**config.mk**
```make
export PLATFORM = sky130hd
export DESIGN_NAME = tour_sequencer
export DESIGN_NICKNAME = d
export VERILOG_FILES = /design/src/rtl/tour_pkg.sv /design/src/rtl/tour_move_decode.sv /design/src/rtl/tour_sequencer.sv
export SDC_FILE = /design/constraint.sdc
export NUM_CORES = 1
export LEC_CHECK = 0
export ABC_AREA = 0
export CAP_MARGIN = 20
export CELL_PAD_IN_SITES_DETAIL_PLACEMENT = 0
export CELL_PAD_IN_SITES_GLOBAL_PLACEMENT = 1
export CORE_MARGIN = 3
export CORE_UTILIZATION = 23
export CTS_BUF_LIST = sky130_fd_sc_hd__clkbuf_2
export DETAILED_ROUTE_END_ITERATION = 6
export HOLD_SLACK_MARGIN = 0.06
export PLACE_DENSITY = 0.87
export SLEW_MARGIN = 10
export SYNTH_ARGS = -nofsm -noshare
export SYNTH_HDL_FRONTEND = slang
export SYNTH_SLANG_ARGS = --single-unit
```
**constraint.sdc**
```tcl
create_clock -name clk -period 1.9 [get_ports clk]
set_input_delay 0.38 -clock clk [delete_from_list [all_inputs] [get_ports clk]]
set_output_delay 0.38 -clock clk [all_outputs]
set_load 0.03 [all_outputs]
```
**src/rtl/tour_pkg.sv**
```systemverilog
// -----------------------------------------------------------------------------
// tour_pkg
// Shared types and constants for the knight tour command sequencer.
//   state_t    : sequencer FSM states
//   MOVE/MOVE_FF/ABORT : command opcodes (upper nibble of a 16-bit command)
//   NORTH/WEST/SOUTH/EAST : heading bytes
//   ACK/PROG   : response bytes
//   LAST_MOVE  : index of the final solved move
// -----------------------------------------------------------------------------
package tour_pkg;

    typedef enum logic [2:0] {
        IDLE,
        VERT,
        HOLD_V,
        HORZ,
        HOLD_H
    } state_t;

    localparam logic [3:0] MOVE    = 4'b0010;
    localparam logic [3:0] MOVE_FF = 4'b0011;
    localparam logic [3:0] ABORT   = 4'hF;

    localparam logic [7:0] NORTH = 8'h00;
    localparam logic [7:0] WEST  = 8'h3F;
    localparam logic [7:0] SOUTH = 8'h7F;
    localparam logic [7:0] EAST  = 8'hBF;

    localparam logic [7:0] ACK  = 8'hA5;
    localparam logic [7:0] PROG = 8'h5A;

    localparam logic [4:0] LAST_MOVE = 5'd23;

    // Packs a cmd_proc command word: {opcode, heading, squares}.
    function automatic logic [15:0] make_cmd(input logic [3:0] op,
                                             input logic [7:0] hdg,
                                             input logic [3:0] sq);
        return {op, hdg, sq};
    endfunction

endpackage

```
**src/rtl/tour_move_decode.sv**
```systemverilog
// -----------------------------------------------------------------------------
// tour_move_decode
// Combinational lookup from a one-hot knight move to its two straight legs.
// Ports:
//   move     in  8 : one-hot move (bit n = move n of the solver encoding)
//   vert_hdg out 8 : heading of the vertical leg (NORTH or SOUTH)
//   vert_sq  out 4 : squares of the vertical leg (1 or 2)
//   horz_hdg out 8 : heading of the horizontal leg (EAST or WEST)
//   horz_sq  out 4 : squares of the horizontal leg (1 or 2)
// -----------------------------------------------------------------------------
module tour_move_decode
    import tour_pkg::*;
(
    input  logic [7:0] move,
    output logic [7:0] vert_hdg,
    output logic [3:0] vert_sq,
    output logic [7:0] horz_hdg,
    output logic [3:0] horz_sq
);

    always_comb begin
        // Zero or multi-hot moves never occur; the default just keeps the
        // outputs defined.
        vert_hdg = NORTH;
        vert_sq  = 4'd1;
        horz_hdg = EAST;
        horz_sq  = 4'd1;
        case (move)
            8'h01: begin vert_hdg = NORTH; vert_sq = 4'd2; horz_hdg = EAST; horz_sq = 4'd1; end
            8'h02: begin vert_hdg = NORTH; vert_sq = 4'd2; horz_hdg = WEST; horz_sq = 4'd1; end
            8'h04: begin vert_hdg = NORTH; vert_sq = 4'd1; horz_hdg = WEST; horz_sq = 4'd2; end
            8'h08: begin vert_hdg = SOUTH; vert_sq = 4'd1; horz_hdg = WEST; horz_sq = 4'd2; end
            8'h10: begin vert_hdg = SOUTH; vert_sq = 4'd2; horz_hdg = WEST; horz_sq = 4'd1; end
            8'h20: begin vert_hdg = SOUTH; vert_sq = 4'd2; horz_hdg = EAST; horz_sq = 4'd1; end
            8'h40: begin vert_hdg = SOUTH; vert_sq = 4'd1; horz_hdg = EAST; horz_sq = 4'd2; end
            8'h80: begin vert_hdg = NORTH; vert_sq = 4'd1; horz_hdg = EAST; horz_sq = 4'd2; end
            default: ;
        endcase
    end

endmodule

```
**src/rtl/tour_sequencer.sv**
```systemverilog
// -----------------------------------------------------------------------------
// tour_sequencer
// Sits between the tour solver, the UART command wrapper and cmd_proc. Idle:
// UART commands pass straight through. After start_tour it plays the 24 solved
// moves, each as a vertical MOVE leg followed by a horizontal MOVE_FF leg.
//
// Optional feature (macro TOUR_SEQ_ABORT_EN): a UART command with opcode 4'hF
// received during a tour is acknowledged and aborts the tour back to IDLE.
//
// Ports:
//   clk               in   1 : system clock
//   rst               in   1 : synchronous active-high reset
//   start_tour        in   1 : solver pulse, solution ready
//   move              in   8 : one-hot move at mv_indx (combinational read)
//   mv_indx           out  5 : index of the move being played
//   cmd_UART          in  16 : command from UART wrapper
//   cmd_rdy_UART      in   1 : UART command valid
//   clr_cmd_rdy_UART  out  1 : UART command acknowledge
//   cmd               out 16 : command to cmd_proc
//   cmd_rdy           out  1 : cmd valid
//   clr_cmd_rdy       in   1 : cmd_proc accepted cmd
//   send_resp         in   1 : cmd_proc finished a command
//   resp              out  8 : response byte for the UART
//
// state  | meaning
// -------+------------------------------------------------------------
// IDLE   | UART pass-through, waiting for start_tour
// VERT   | vertical leg presented to cmd_proc, waiting for accept
// HOLD_V | vertical leg accepted, waiting for send_resp
// HORZ   | horizontal leg presented to cmd_proc, waiting for accept
// HOLD_H | horizontal leg accepted, waiting for send_resp, then next move
// -----------------------------------------------------------------------------
module tour_sequencer
    import tour_pkg::*;
(
    input  logic        clk,
    input  logic        rst,
    input  logic        start_tour,
    input  logic [7:0]  move,
    output logic [4:0]  mv_indx,
    input  logic [15:0] cmd_UART,
    input  logic        cmd_rdy_UART,
    output logic        clr_cmd_rdy_UART,
    output logic [15:0] cmd,
    output logic        cmd_rdy,
    input  logic        clr_cmd_rdy,
    input  logic        send_resp,
    output logic [7:0]  resp
);

    state_t     state;
    logic [4:0] idx;
    logic       abort;
    logic [7:0] vert_hdg;
    logic [3:0] vert_sq;
    logic [7:0] horz_hdg;
    logic [3:0] horz_sq;

    assign mv_indx = idx;

`ifdef TOUR_SEQ_ABORT_EN
    assign abort = (state != IDLE) && cmd_rdy_UART && (cmd_UART[15:12] == ABORT);
`else
    assign abort = 1'b0;
`endif

    tour_move_decode u_decode (
        .move     (move),
        .vert_hdg (vert_hdg),
        .vert_sq  (vert_sq),
        .horz_hdg (horz_hdg),
        .horz_sq  (horz_sq)
    );

    always_ff @(posedge clk) begin
        if (rst) begin
            state <= IDLE;
            idx   <= 5'd0;
        end else if (abort) begin
            state <= IDLE;
            idx   <= 5'd0;
        end else begin
            case (state)
                IDLE: begin
                    if (start_tour) begin
                        state <= VERT;
                        idx   <= 5'd0;
                    end
                end
                // send_resp is deliberately ignored while a leg is waiting
                // for acceptance; only the HOLD states react to it.
                VERT:   if (clr_cmd_rdy) state <= HOLD_V;
                HOLD_V: if (send_resp)   state <= HORZ;
                HORZ:   if (clr_cmd_rdy) state <= HOLD_H;
                HOLD_H: begin
                    if (send_resp) begin
                        if (idx == LAST_MOVE) begin
                            state <= IDLE;
                        end else begin
                            idx   <= idx + 5'd1;
                            state <= VERT;
                        end
                    end
                end
                default: state <= IDLE;
            endcase
        end
    end

    // Outputs are combinational: pass-through and move decode must be
    // visible in the same cycle as their inputs.
    always_comb begin
        cmd              = cmd_UART;
        cmd_rdy          = cmd_rdy_UART;
        clr_cmd_rdy_UART = clr_cmd_rdy;
        resp             = ACK;
        if (state != IDLE) begin
            clr_cmd_rdy_UART = abort;
            cmd_rdy          = (state == VERT) || (state == HORZ);
            if ((state == VERT) || (state == HOLD_V))
                cmd = make_cmd(MOVE, vert_hdg, vert_sq);
            else
                cmd = make_cmd(MOVE_FF, horz_hdg, horz_sq);
            if (abort || ((state == HOLD_H) && send_resp && (idx == LAST_MOVE)))
                resp = ACK;
            else
                resp = PROG;
        end
    end

endmodule

```
==> out/results.ini <==
[place]
placed_area_um2 = 2000
gp_congestion = 0.792
place_hpwl_mm = 2.84
port_buffers = 60

[final_layout]
layout-drive-gt1-share_pct = 53.3
ff_latch_area_um2 = 174
multi_input_area_um2 = 968
diodes = 0
stdcell_area_um2 = 2280
utilization_pct = 55.8
fillers = 376
area_delta_synth_final_pct = 130
nets = 272

[worst_setup_path]
required_ps = 1520
endpoint_kind = primary output
critPathKind = primary input to primary output
cp_slowest_cell = o211a_4
worst-endpoint-arrival_ps = 1840
slowest_delay_ps = 250
crit_path_max_fanout = 3
start_kind = primary input
path_cells = buf_8, buf_6, buf_4, o21ai_0, o211a_4, buf_4, o2111ai_1, a31oi_2, buf_6

[synth]
syn_nets = 169
ys.warnings.count = 0
yosysSeqAreaShare_pct = 16.1
ys_ff_latch = 8
yosysTopAreaCell = dfxtp_1
synth_cells = 138
ys_async_sr_fraction_pct = 0
ys_types = 47
synth_top_area_share_pct = 16.1
synth_edf_count = 0
syn_area_um2 = 993
synth_ff_type = dfxtp_1
synth.top_cells.by_area = dfxtp_1, a32oi_1, a21oi_1
avgSynthCellArea_um2 = 7.20

[clock_tree]
clk_pin_slew_worst_paths_ps = 80
root_buffer = clkbuf_2
cts_buffer_depth = 2
cts_hold_buf = 0
htree_num_levels = 1
numClockSinks = 8
cts_tree = yes
clk_latency_ps = 240
cts_buffers = 3

[timing]
clock.fmax_mhz = 451
worst_pin_slew_ps = 373
finalCritPeriodShare_pct = 117
fin_crit_ps = 2220
maxSlewViolCount = 0
timing.final.hold_violations = 0
clock_skew_ps = 7.32
setup_ws_ps = -317
setup_viol = 13
slew_headroom_pct = 75.0
rsz0062_at_grt = true

[status]
violations = setup timing
status = finished with violations

[flow_run]
cap_violations = 0

[power_and_ir_drop]
p_leak_nw = 0.908
seqPwrFrac_pct = 15.3
sw_frac_of_total_pct = 44.2
switching_power_mw = 0.512
p_clk_share_pct = 10.2
power.internal_mw = 0.646
ir_worst_vdd_v = 0.000263
pwr-share-comb_pct = 74.4
power-per-cell-area_nw_per_um2 = 508

[floorplanning]
core_area_um2 = 4090
die_area_um2 = 5140
fp.dieW_um = 71.7
die-height_um = 71.7
rows = 23
start_util_pct = 24.3
num_io_pins = 61

[drt]
postRouteAntennaNets = 0
dr.pass1.iters = 4
viasPerCell = 4.94
vias = 1434
routedWlPerCell_um = 12.8
drcViolationCount = 0
postRouteWirelength_mm = 3.70
first_iter_violations = 39

[global_route]
grt_overflow_total = 0
grt_start_max_net_pins = 10
grt_pass1_wl_mm = 5.99
grt_usage_pct = 14.0
grt_pass1_vias = 1326
antenna_found_initial = 0

[worst_hold_path]
hp-class = flop to flop

## critical path, delay by kind of cell
| family | cells | cell delay, ps |
|---|---|---|
| buffers and inverters | 5 | 610 |
| AO/OA/AOI/OAI | 4 | 850 |
## flip-flops by register name, summed over array words and instances (netlist names)
name and cells:
state 3, mv_indx 5
## synth_stat cells, types with 2 or more instances
library cell   n
nor2_1        12
clkbuf_1       4
nor4b_1        3
nor4_1         2
buf_4          6
buf_2          3
inv_1          4
xor2_1         4
nand4b_1       2
and2_1         7
a41oi_1        2
o221ai_1       2
a21oi_1       10
a32oi_1        6
nand3_1        3
or2_1          2
a311oi_1       2
dfxtp_1        8
o21ai_0        4
o211ai_1       2
nor2b_1        3
nand3b_1       2
nand2b_1       7
o21ai_1        4
o31ai_1        2
nand2_1       11
## path summary, 6_finish.rpt
check	depth (start not counted)	from	endpoint	slack (ps)
worst max register to register	5	state[2]$_SDFFE_PP0P_	mv_indx[3]$_SDFFE_PP0P_	200
worst min-delay path	2	mv_indx[4]$_SDFFE_PP0P_	mv_indx[4]$_SDFFE_PP0P_	540
worst min register to register	2	mv_indx[4]$_SDFFE_PP0P_	mv_indx[4]$_SDFFE_PP0P_	540
worst max-delay path	9	move[6]	cmd[10]	-320
## stage by stage
step                worst slack [ps]  power [mW]  setup TNS (ps)  hold WS, ps  instances
finish                          -317        1.16           -2520          537        290
global route                    -364        1.23           -3760          569        290
CTS                             -348        1.13           -3140          540        289
detailed placement             -1010       0.952          -10570          529        276
global placement                -903       0.944          -10300          529        276
floorplan                       -138       0.660           -1080          545        138
## cell usage in the layout (no fill, tap or decap), types with 4 or more instances in the layout
cell,count
buf_4,50
a21oi_1,9
nand2_1,11
nor2_1,10
buf_6,29
xor2_1,4
clkbuf_2,6
clkdlybuf4s50_1,25
and2_1,7
nand2b_1,7
## layout make-up
class / count / area share, %
clock buffer: 4 / 0.878
inverter: 5 / 0.933
multi-input combinational: 111 / 42.5
sequential: 8 / 7.62
tap: 50 / 2.74
timing repair buffer: 112 / 45.4
## routing by layer
layer	vias up	global-route usage, %	wire, um
met5	-	0	0
met4	0	2.51	0
met3	0	2.66	278
met2	55	23.5	1800
met1	664	18.9	1620
li1	715	-	-
## cells by family (layout without fill, tap and decap cells)
family,count (synthesis),after routing,share of synthesized area (%)
xor gates and xnor gates,5,5,4.41
and+or+nand+nor,64,64,39.7
adders and majority gates,1,1,1.26
DFF,8,8,16.1
AOI/OAI and AO/OA,41,41,28.7
buffers and inverters,19,121,9.82
## repair_timing
action | in CTS | in global routing
setup buffers | 10 | 3
endpoints found under the setup margin | 19 | 19
pin swaps | 17 | 14
gates resized for setup | 95 | 26
## power groups by stage
| stage | Combinational, mW | Clock, mW | Sequential (mW) |
|---|---|---|---|
| 2_1_floorplan | 0.477 | 0 | 0.183 |
| 3_3_place_gp | 0.763 | 0 | 0.181 |
| 3_5_place_dp | 0.771 | 0 | 0.181 |
| 4_1_cts | 0.830 | 0.124 | 0.178 |
| 5_1_grt | 0.915 | 0.135 | 0.179 |
| 6_report | 0.862 | 0.118 | 0.178 |
Note: power is estimated with default switching activity, not from simulation.
